$ cat config.mk
export PLATFORM = sky130hd
export DESIGN_NAME = loop_div_ctrl
export DESIGN_NICKNAME = d
export VERILOG_FILES = /design/src/rtl/loop_div_ctrl.sv
export SDC_FILE = /design/constraint.sdc
export NUM_CORES = 1
export LEC_CHECK = 0
export ABC_AREA = 1
export BUFFER_PORTS_ARGS = -buffer_cell sky130_fd_sc_hd__buf_2
export CORE_UTILIZATION = 60
export CTS_CLUSTER_SIZE = 10
export DETAILED_ROUTE_END_ITERATION = 7
export GPL_TIMING_DRIVEN = 0
export PLACE_DENSITY = 0.89
export SKIP_LAST_GASP = 1
export SYNTH_ARGS = -nofsm -noshare
export SYNTH_HDL_FRONTEND = slang
export SYNTH_SLANG_ARGS = --single-unit
export TNS_END_PERCENT = 1
$ cat constraint.sdc
create_clock -name clk -period 4.9 [get_ports clk]
set_clock_uncertainty 0.05 [all_clocks]
set_input_delay 0.49 -clock clk [delete_from_list [all_inputs] [get_ports clk]]
set_output_delay 0.49 -clock clk [all_outputs]
set_load 0.02 [all_outputs]
$ cat src/rtl/loop_div_ctrl.sv
// Loop divider update sequencer: accepts a new ratio over valid/ready, waits
// for the end of an output period, holds the divider in reset while the ratio
// is loaded, releases it and waits for the output to settle before signalling done.
module loop_div_ctrl #(
    parameter int DIV_W   = 6,
    parameter int DEF_DIV = 8,
    parameter int HOLD    = 3,
    parameter int SETTLE  = 2,
    parameter int TMO     = 128
) (
    input  logic             clk,
    input  logic             rst,
    input  logic             req_valid,
    input  logic [DIV_W-1:0] req_div_n,
    output logic             req_ready,
    input  logic             clko_fb,
    output logic [DIV_W-1:0] div_n,
    output logic             div_rstn,
    output logic             busy,
    output logic             done,
    output logic             err,
    output logic             timeout
);

    typedef enum logic [1:0] {S_IDLE, S_WAIT_EDGE, S_HOLD, S_SETTLE} state_t;

    localparam logic [3:0]       HOLD_LAST   = 4'(HOLD - 1);
    localparam logic [3:0]       SETTLE_LAST = 4'(SETTLE - 1);
    localparam logic [7:0]       TMO_LAST    = 8'(TMO - 1);
    localparam logic [DIV_W-1:0] DEF_N       = DIV_W'(DEF_DIV);
    localparam logic [DIV_W-1:0] MIN_N       = DIV_W'(2);

    state_t           state, state_nx;
    logic [3:0]       hcnt, hcnt_nx, hcnt_inc;
    logic [3:0]       scnt, scnt_nx, scnt_inc;
    logic [7:0]       tcnt, tcnt_nx, tcnt_inc;
    logic [DIV_W-1:0] pending, pending_nx, div_n_nx;
    logic             div_rstn_nx, done_nx, err_nx, timeout_nx;
    logic             fb_q, rise, fall, xfer, tmo_hit;

    // clko_fb is derived from clk, so a single register gives clean edge detect
    assign rise     = clko_fb & ~fb_q;
    assign fall     = ~clko_fb & fb_q;
    assign req_ready = (state == S_IDLE);
    assign busy      = (state != S_IDLE);
    assign xfer      = req_valid & req_ready;
    assign tmo_hit   = (tcnt == TMO_LAST);

    // Saturating counters: they cannot wrap before the state exits
    assign hcnt_inc = (hcnt == 4'hF) ? hcnt : hcnt + 4'd1;
    assign scnt_inc = (scnt == 4'hF) ? scnt : scnt + 4'd1;
    assign tcnt_inc = (tcnt == 8'hFF) ? tcnt : tcnt + 8'd1;

    // Next-state and next-output decode; pulses default low every cycle
    always_comb begin
        state_nx    = state;
        hcnt_nx     = hcnt;
        scnt_nx     = scnt;
        tcnt_nx     = tcnt;
        pending_nx  = pending;
        div_n_nx    = div_n;
        div_rstn_nx = div_rstn;
        done_nx     = 1'b0;
        err_nx      = 1'b0;
        timeout_nx  = 1'b0;
        case (state)
            S_IDLE: begin
                if (xfer) begin
                    if (req_div_n >= MIN_N) begin
                        pending_nx = req_div_n;
                        tcnt_nx    = 8'd0;
                        state_nx   = S_WAIT_EDGE;
                    end else begin
                        err_nx = 1'b1;
                    end
                end
            end
            S_WAIT_EDGE: begin
                tcnt_nx = tcnt_inc;
                // a falling edge marks the end of an output period
                if (fall || tmo_hit) begin
                    timeout_nx  = ~fall;
                    div_rstn_nx = 1'b0;
                    hcnt_nx     = 4'd0;
                    state_nx    = S_HOLD;
                end
            end
            S_HOLD: begin
                div_rstn_nx = 1'b0;
                div_n_nx    = pending;
                if (hcnt == HOLD_LAST) begin
                    div_rstn_nx = 1'b1;
                    scnt_nx     = 4'd0;
                    tcnt_nx     = 8'd0;
                    state_nx    = S_SETTLE;
                end else begin
                    hcnt_nx = hcnt_inc;
                end
            end
            S_SETTLE: begin
                tcnt_nx = tcnt_inc;
                if (rise) scnt_nx = scnt_inc;
                // a completing rise wins over a coincident timeout
                if (rise && scnt == SETTLE_LAST) begin
                    done_nx  = 1'b1;
                    state_nx = S_IDLE;
                end else if (tmo_hit) begin
                    done_nx    = 1'b1;
                    timeout_nx = 1'b1;
                    state_nx   = S_IDLE;
                end
            end
            default: state_nx = S_IDLE;
        endcase
    end

    // State and registered outputs; reset re-runs the default-ratio load
    always_ff @(posedge clk) begin
        if (rst) begin
            state    <= S_HOLD;
            hcnt     <= 4'd0;
            scnt     <= 4'd0;
            tcnt     <= 8'd0;
            pending  <= DEF_N;
            div_n    <= DEF_N;
            div_rstn <= 1'b0;
            done     <= 1'b0;
            err      <= 1'b0;
            timeout  <= 1'b0;
            fb_q     <= 1'b0;
        end else begin
            state    <= state_nx;
            hcnt     <= hcnt_nx;
            scnt     <= scnt_nx;
            tcnt     <= tcnt_nx;
            pending  <= pending_nx;
            div_n    <= div_n_nx;
            div_rstn <= div_rstn_nx;
            done     <= done_nx;
            err      <= err_nx;
            timeout  <= timeout_nx;
            fb_q     <= clko_fb;
        end
    end

endmodule
Word level (Yosys, flattened, before mapping)
Index checks and enable logic that the tools add are counted.
{"block": "op_classes", "reduce_logical": 15, "bitwise_logic": 9, "mux": 29, "n_eq_ne": 19, "n_addsub": 3, "n_lt_le_gt_ge": 1}
{"cell": "8-bit 2-to-1 mux", "n": 4}
{"cell": "4-bit 2-to-1 mux", "n": 6}
{"cell": "8-bit case mux with 3 select lines", "n": 1}
{"cell": "4-bit case mux with 2 select lines", "n": 2}
{"cell": "2-bit != test (second input constant)", "n": 7}
{"cell": "2-bit 2-to-1 mux", "n": 6}
{"cell": "4-bit AND reduction", "n": 3}
{"cell": "4-bit by 1-bit adder with 4-bit output (second input constant)", "n": 2}
{"cell": "8-bit by 1-bit adder with 8-bit output (second input constant)", "n": 1}
{"cell": "4-bit == test (second input constant)", "n": 2}
{"cell": "8-bit by 7-bit == test with 1-bit output (second input constant)", "n": 1}
{"cell": "8-bit == test (second input constant)", "n": 1}
{"cell": "2-bit case mux with 4 select lines", "n": 1}
{"cell": "1-bit 2-to-1 mux", "n": 7}
{"cell": "6-bit by 2-bit >= comparator with 1-bit output (second input constant)", "n": 1}
{"cell": "1-bit NOT", "n": 6}
{"cell": "2-bit nonzero test", "n": 3}
{"cell": "5-bit AND reduction", "n": 1}
{"cell": "2-bit == test (second input constant)", "n": 2}
{"cell": "4-bit by 1-bit == test with 1-bit output (second input constant)", "n": 1}
{"cell": "4-bit by 2-bit == test with 1-bit output (second input constant)", "n": 1}
{"cell": "2-bit by 1-bit != test with 1-bit output (second input constant)", "n": 2}
{"cell": "1-bit case mux with 2 select lines", "n": 2}
{"cell": "2-bit OR reduction", "n": 2}
{"cell": "9 further kinds", "n": 11}
{"block": "word_totals", "input_bits": 10, "output_inout_bits": 12, "register_bits": 35}

Logic depth before layout (Yosys ltp)
Gate-level depths: netlist of the first run.
{"block": "logic_depth", "depth_word": 5, "mapped_depth": 10, "depth_no_buf": 10}

Least setup slack after synthesis of the first run
OpenSTA, ideal clock, no wires.
{"block": "synth_timing", "path_type": "reg-to-reg", "from": "reg state[0]", "to": "reg tcnt[1]", "stages_incl_launch_ff": 10, "t_required_ps": 4716, "path_buffers": 0, "slack_ps": 3201, "t_arrival_ps": 1515, "cell_sequence": "dfxtp_1 > inv_1 > ha_1 > inv_2 > or2_1 > nand2_1 > nor2_8 > nand2_1 > o21ai_1 > nor2_1"}
{"block": "synth_via", "elab_chain_len": 4, "elab_cells_between_ends": 12}
{"item": "from (decl)", "line_no": "33", "text": "state_t state, state_nx;"}
{"item": "from (signal assigned)", "line_no": "132", "text": "state <= state_nx;"}
{"item": "2-bit logical NOT *", "line_no": "44", "text": "assign req_ready = (state == S_IDLE);"}
{"item": "net req_ready", "line_no": "15", "text": "output logic req_ready,"}
{"item": "1-bit AND", "line_no": "46", "text": "assign xfer = req_valid & req_ready;"}
{"item": "2-bit by 1-bit != test with 1-bit output (no line)"}
{"item": "4-bit AND reduction (no line)"}
{"item": "to (signal assigned)", "line_no": "135", "text": "tcnt <= tcnt_nx;"}
{"item": "to (decl)", "line_no": "36", "text": "logic [7:0] tcnt, tcnt_nx, tcnt_inc;"}
The timed path passes the listed nets; every way through them passes the cells marked *.
A chain may end at the register's enable or synchronous reset.

Final worst setup path of the first run
{"block": "layout_timing", "from": "reg state[0]", "to": "out busy"}
{"block": "layout_via", "elab_chain_len": 1}
{"item": "2-bit nonzero test", "line_no": "45", "text": "assign busy = (state != S_IDLE);"}
{"item": "to (decl)", "line_no": "19", "text": "output logic busy,"}
No other way between the ends.

==> impl_results.md, run 1 <==
- Worst EP arrival: 1.35 ns
- Main combinational cell family by area after synthesis: simple AND/OR/NAND/NOR gates
- Via density: 5.24
- Switching power of the nets: 0.439 mW
- Initial antenna violation count: 0
- Final core occ: 73.4%
- Gpl congestion: 0.847
- Residual DRC: 0
- Wire per inst: 11.7 um
- CTS max path bufs: 2
- Core Box Area: 2880 um^2
- ANT cells: 0
- Post-synthesis xor/xnor area fraction: 2.32%
- # rows: 19
- Multiplexer share of the synthesized area: 0%
- Chip width: 58.1 um
- H-tree levels: 2
- Startpoint types: flop
- Die ar.: 3380 um^2
- Max capacitance violation total: 0
- Syn Nets: 277
- Count leader, synth: nand2_1
- Final min period: 1.89 ns
- Synth Area in Adders: 6.62%
- First-pass GRT wire length: 6290 um
- Tot GR Track Use: 24.6%
- Worst setup EP type: output pin
- Setup slack after placement: 3.10 ns
- Count of cell types in the netlist: 30
- Layout net count: 304
- Req. time, crit path: 4.36 ns
- Post-synth top area share: 37.1%
- Vias: 1712
- Total gr overflow: 0
- Pre-antenna DRT Iters: 4
- Fillers: 241
- Number of setup buffers added after CTS: 0
- Post-synth top flop: dfxtp_1
- PnR worst setup slack: 3.01 ns
- Post-synth design cell area: 1890 um^2
- Status: finished clean
- Post-Place Cells: 319
- HP Class: in -> reg
- Synth area leader: dfxtp_1
- CP max FO: 4
- Compound-Gate Fraction of Synth Area: 11.7%
- Post-synth EDFFs: 0
- Remaining antenna violation count: 0
- RSZ-0062 raised after global routing: false
- Post-synthesis instance total: 257
- Vias in the first global route: 1468
- Share of flip-flops with an asynchronous set or reset: 0%
- Final Slew Violations: 0
- Clock slew at the register clock pins of the worst setup and hold paths: 0.10 ns
- Number of buffers added on ports: 20
- Yosys Warn Count: 0
- LEAKAGE: 0.897 nW
- Register area: 701 um^2
- Final cell count without fillers: 327
- Pwr dens: 483 nW/um^2
- Slew headroom: 59.2%
- Post-DP HPWL: 2780 um
- Fin. Hold Viols: 0
- Worst slew pin tran: 0.612 ns
- Pint: 0.581 mW
- Clock power frac: 17.4%
- Largest net degree at the start of global routing: 11
- Max frequency: 530 MHz
- Comb power frac: 45.5%
- CTS resizes: 0
- Initial Util: 65.7%
- # setup viols final: 0
- Setup TNS: 0 ns
- 1st-iter DRT viols: 87
- Clk_lat worst skew: 0.34 ns
- Fin crit share: 38.5%
- CTS Buf Count: 5
- Final WL: 3830 um
- Yosys reg bits: 35
- Largest cells by area after synthesis: dfxtp_1 (37%), nand2_1 (10%), nor2_1 (9.1%)
- Mapped Avg Cell Area: 7.35 um^2
- Post-Synth Simple-Gate Area: 37.4%
- Synth top cells by count: nand2_1 (52), nor2_1 (46), dfxtp_1 (35)
- Layout cells sized above 1: 22.5%
- Clk root buf: clkbuf_4
- Seq pwr share: 37.1%
- Cts-stage hold buffer count: 0
- VDD IR max: 0.252 mV
- TritonCTS clock tree: built
- WS Path Type: reg -> out
- Area delta synth->final: 11.7%
- Sw Share: 43.1%
- Area of the multi-input gates: 1100 um^2
- # clock sinks: 35
- Die height: 58.1 um
- IO Count: 22
- Register area share after synthesis: 37.1%
## cells by family (layout without fill, tap and decap cells)
kind of cell	Yosys count	count (layout)
and+or+nand+nor	146	146
DFF	35	35
adders and majority gates	10	10
xor gates and xnor gates	5	5
buffers and inverters	24	52
AOI/OAI and AO/OA	37	37
## critical path, cell delays in order, from the launching register on
cell	delay [ns]
dfxtp_1	0.40
inv_1	0.11
ha_1	0.27
inv_2	0.07
buf_2	0.15
## layer usage
metal  part of all wire, %  track usage (%)  vias up
met5                     0                0        -
met4                   2.8             10.9        0
met3                   5.2             6.25       12
met2                    46             41.7       43
met1                    46             29.3      767
li1                      -                -      890
## flip-flops by register name, summed over array words and instances (netlist names)
signal    count
tcnt          8
scnt          4
div_rstn      1
div_n         6
state         2
done          1
pending       6
err           1
hcnt          4
timeout       1
fb_q          1
## cells in the final DEF (no fill, tap or decap), types with 6 or more instances in the layout
cell	Yosys	routed
nand2_1	52	52
nand4_1	6	6
nand2_2	10	10
o21ai_0	14	14
ha_1	10	10
dfxtp_1	35	35
a21oi_2	7	7
buf_2	2	22
inv_1	15	15
a21oi_1	10	10
nor2_1	46	46
nand3_1	15	15
## cell type report
type                            count  share of cell area, %
Buffer                              4                  0.830
Clock buffer                        8                   3.26
Inverter                           20                   3.56
Multi-Input combinational cell    198                   51.9
Sequential cell                    35                   33.2
Tap cell                           42                   2.49
Timing Repair Buffer               20                   4.74
## worst paths after layout
| kind | start | endpoint | slack (ns) | cells past startpoint |
|---|---|---|---|---|
| worst max-delay path | state[0] | busy | 3.01 | 4 |
| worst max register to register | state[1] | tcnt[1] | 3.10 | 10 |
| worst min register to register | pending[1] | pending[1] | 0.41 | 2 |
| worst min-delay path | req_div_n[3] | pending[3] | 0.33 | 3 |
## per-stage QoR
step	hold slack, ns	power, mW	instance area, um^2
after floorplan	0.379	0.738	1890
after global placement	0.393	0.831	2040
after detailed placement	0.399	0.848	2040
after CTS	0.317	1.03	2110
after global routing	0.320	1.09	2110
final	0.330	1.02	2110
## power groups by stage
stage	Clock [mW]	Sequential (mW)	Combinational, mW
CTS	0.183	0.378	0.465
floorplan	0	0.410	0.328
global placement	0	0.383	0.448
detailed placement	0	0.385	0.462
finish	0.178	0.378	0.464
global route	0.196	0.385	0.513
No activity file was read; power rests on OpenSTA's default activity.
==> inputs of run 2 (changes only) <==
- CORE_UTILIZATION: 60 -> 57
- PLACE_DENSITY: 0.89 -> 0.85
- clock period: 4.9 -> 1.9 ns (I/O delays scaled with it)
==> run 2 against run 1 <==
Compared with the run above: critical path depth up 6; critical path type is now reg -> reg; register-to-register slack worse by 3.0 ns; utilization down 5.8 points; final cell count up 0.61%; hold slack worse by 0.30 ns; final area down 0.59%; global-route usage down 0.80 points; sequential share of layout area up 0.20 points; combinational power rose to 2.6 times the previous value; worst setup slack worse by 2.9 ns; wire length down 2.2%; via count down 2.4%; largest power group unchanged.
==> impl_results.md, run 2 (same netlist as run 1, synthesis figures left out) <==
- Status: finished clean (unchanged)
- Clock slew at the register clock pins of the worst setup and hold paths: 0.11 ns (was 0.10 ns)
- ANT cells: 0 (unchanged)
- Max reg flops: 8 (unchanged)
- Remaining antenna violation count: 0 (unchanged)
- Via density: 5.08 (was 5.24)
- Die ar.: 3550 um^2 (was 3380 um^2)
- VDD IR max: 0.496 mV (was 0.252 mV)
- Switching power of the nets: 1.14 mW (was 0.439 mW)
- Slowest stage delay, CP: 0.41 ns (was 0.40 ns)
- Die height: 59.6 um (was 58.1 um)
- Most frequent cells in the layout: nand2_1 (52), nor2_1 (46), dfxtp_1 (35) (unchanged)
- Critical Path Start: state[1] (was state[0])
- Final min period: 1.78 ns
- # setup viols final: 0 (unchanged)
- TritonCTS clock tree: built (unchanged)
- WS Path Type: reg -> reg (was reg -> out)
- Clk_lat worst skew: 0.34 ns (about the same)
- Most common library cell in the layout ignoring fill and taps: nand2_1 (unchanged)
- Worst setup EP type: flop (was output pin)
- Clk root buf: clkbuf_4 (unchanged)
- Final WL: 3750 um (was 3830 um)
- Layout cells sized above 1: 22.5% (unchanged)
- Pwr dens: 1220 nW/um^2 (was 483 nW/um^2)
- RR Startpoint: state[1] (unchanged)
- Gpl congestion: 0.831 (was 0.847)
- Area delta synth->final: 11.1% (was 11.7%)
- Max capacitance violation total: 0 (unchanged)
- Fin crit share: 93.7%
- Initial antenna violation count: 0 (unchanged)
- Worst path slowest cell: dfxtp_1 (unchanged)
- Residual DRC: 0 (unchanged)
- PnR worst setup slack: 0.119 ns (was 3.01 ns)
- Number of buffers added on ports: 20 (unchanged)
- Core Box Area: 3100 um^2 (was 2880 um^2)
- Chip width: 59.6 um (was 58.1 um)
- Seq pwr share: 38.1% (was 37.1%)
- Vias in the first global route: 1515 (was 1468)
- HP Class: in -> reg (unchanged)
- Max frequency: 561 MHz
- Clock power frac: 15.4% (was 17.4%)
- # clock sinks: 35 (unchanged)
- Worst hold start: req_div_n[3] (unchanged)
- Vias: 1671 (was 1712)
- CTS resizes: 0 (unchanged)
- Setup slack after placement: 0.131 ns (was 3.10 ns)
- Fin. Hold Viols: 0 (unchanged)
- Tot GR Track Use: 23.8% (was 24.6%)
- Cts-stage hold buffer count: 0 (unchanged)
- # rows: 20 (was 19)
- Wire per inst: 11.4 um (was 11.7 um)
- First-pass GRT wire length: 6260 um (was 6290 um)
- Final Slew Violations: 0 (unchanged)
- Req. time, crit path: 2.07 ns (was 4.36 ns)
- CP max FO: 9 (was 4)
- Number of setup buffers added after CTS: 0 (unchanged)
- IO Count: 22 (unchanged)
- 1st-iter DRT viols: 121 (was 87)
- Layout net count: 304 (unchanged)
- Worst EP arrival: 1.95 ns (was 1.35 ns)
- Setup TNS: 0 ns (unchanged)
- Post-DP HPWL: 2780 um (about the same)
- Final core occ: 67.6% (was 73.4%)
- CTS max path bufs: 2 (unchanged)
- Most flop-heavy register: tcnt (unchanged)
- LEAKAGE: 0.887 nW (was 0.897 nW)
- Sw Share: 44.5% (was 43.1%)
- Worst slew pin tran: 0.640 ns (was 0.612 ns)
- Initial Util: 60.9% (was 65.7%)
- RSZ-0062 raised after global routing: false (unchanged)
- Crit path cell chain: inv_1 > ha_1 > nor2_4 > nor2_2 > nand2_2 > nand2_4 > nor2_8 > nand2_1 > o21ai_1 > nor2_1 (was inv_1 > ha_1 > inv_2 > buf_2)
- H-tree levels: 2 (unchanged)
- Largest net degree at the start of global routing: 12 (was 11)
- Startpoint types: flop (unchanged)
- Slew headroom: 57.3% (was 59.2%)
- Pre-antenna DRT Iters: 5 (was 4)
- Largest regs: tcnt: 8 flops, div_n: 6 flops, pending: 6 flops (unchanged)
- Overall Power: 2.57 mW (was 1.02 mW)
- Pint: 1.43 mW (was 0.581 mW)
- CTS Buf Count: 5 (unchanged)
- Total gr overflow: 0 (unchanged)
- Comb power frac: 46.5% (was 45.5%)
[run 2: cell count changes in the layout (fill, tap and decap cells not counted), sizes merged]
| cell | before | now |
|---|---|---|
| clkbuf | 9 | 7 |
| clkinv | 0 | 1 |
| clkinvlp | 0 | 1 |
[run 2: layout make-up]
class,count,area [um^2]
multi-input combinational,198,1100
sequential,35,701
clock buffer,6,41.3
clock inverter,2,12.5
buffer,4,17.5
timing repair buffer,20,100
tap,44,55.1
inverter,20,75.1
fill,291,1000
[run 2: path summary, 6_finish.rpt]
check | depth (start not counted) | slack [ns] | endpoint
worst max-delay path | 10 | 0.12 | tcnt[1]
worst min-delay path | 3 | 0.03 | pending[3]
worst max register to register | 10 | 0.12 | tcnt[1]
worst min register to register | 2 | 0.41 | pending[1]
[run 2: metrics by stage]
| step | std cells | area [um^2] | hold slack, ns |
|---|---|---|---|
| 2_1_floorplan | 257 | 1890 | 0.253 |
| 3_3_place_gp | 321 | 2040 | 0.376 |
| 3_5_place_dp | 321 | 2040 | 0.382 |
| 4_1_cts | 329 | 2100 | 0.0203 |
| 5_1_grt | 329 | 2100 | 0.0299 |
| 6_report | 329 | 2100 | 0.0256 |
[run 2: power groups by stage]
| stage | clock (mW) | sequential, mW | combinational, mW |
|---|---|---|---|
| finish | 0.395 | 0.979 | 1.19 |
| CTS | 0.404 | 0.977 | 1.19 |
| global route | 0.440 | 0.999 | 1.33 |
| detailed placement | 0 | 0.995 | 1.19 |
| floorplan | 0 | 1.06 | 0.847 |
| global placement | 0 | 0.986 | 1.16 |
[run 2: routing by layer]
layer	routed length [um]	share of wire, %	up-vias	global-route usage (%)
li1	-	-	886	-
met1	1780	47	763	28.6
met2	1830	49	14	41.6
met3	78	2.1	8	4.59
met4	56	1.5	0	9.30
met5	0	0	-	0
[run 2: critical path, delay by kind of cell (launching register included)]
kind,cells,cell delay (ns)
flip-flops,1,0.41
adder cells (fa/ha/maj),1,0.24
buffers and inverters,1,0.10
AND/OR/NAND/NOR,7,0.77
AO/OA/AOI/OAI,1,0.07
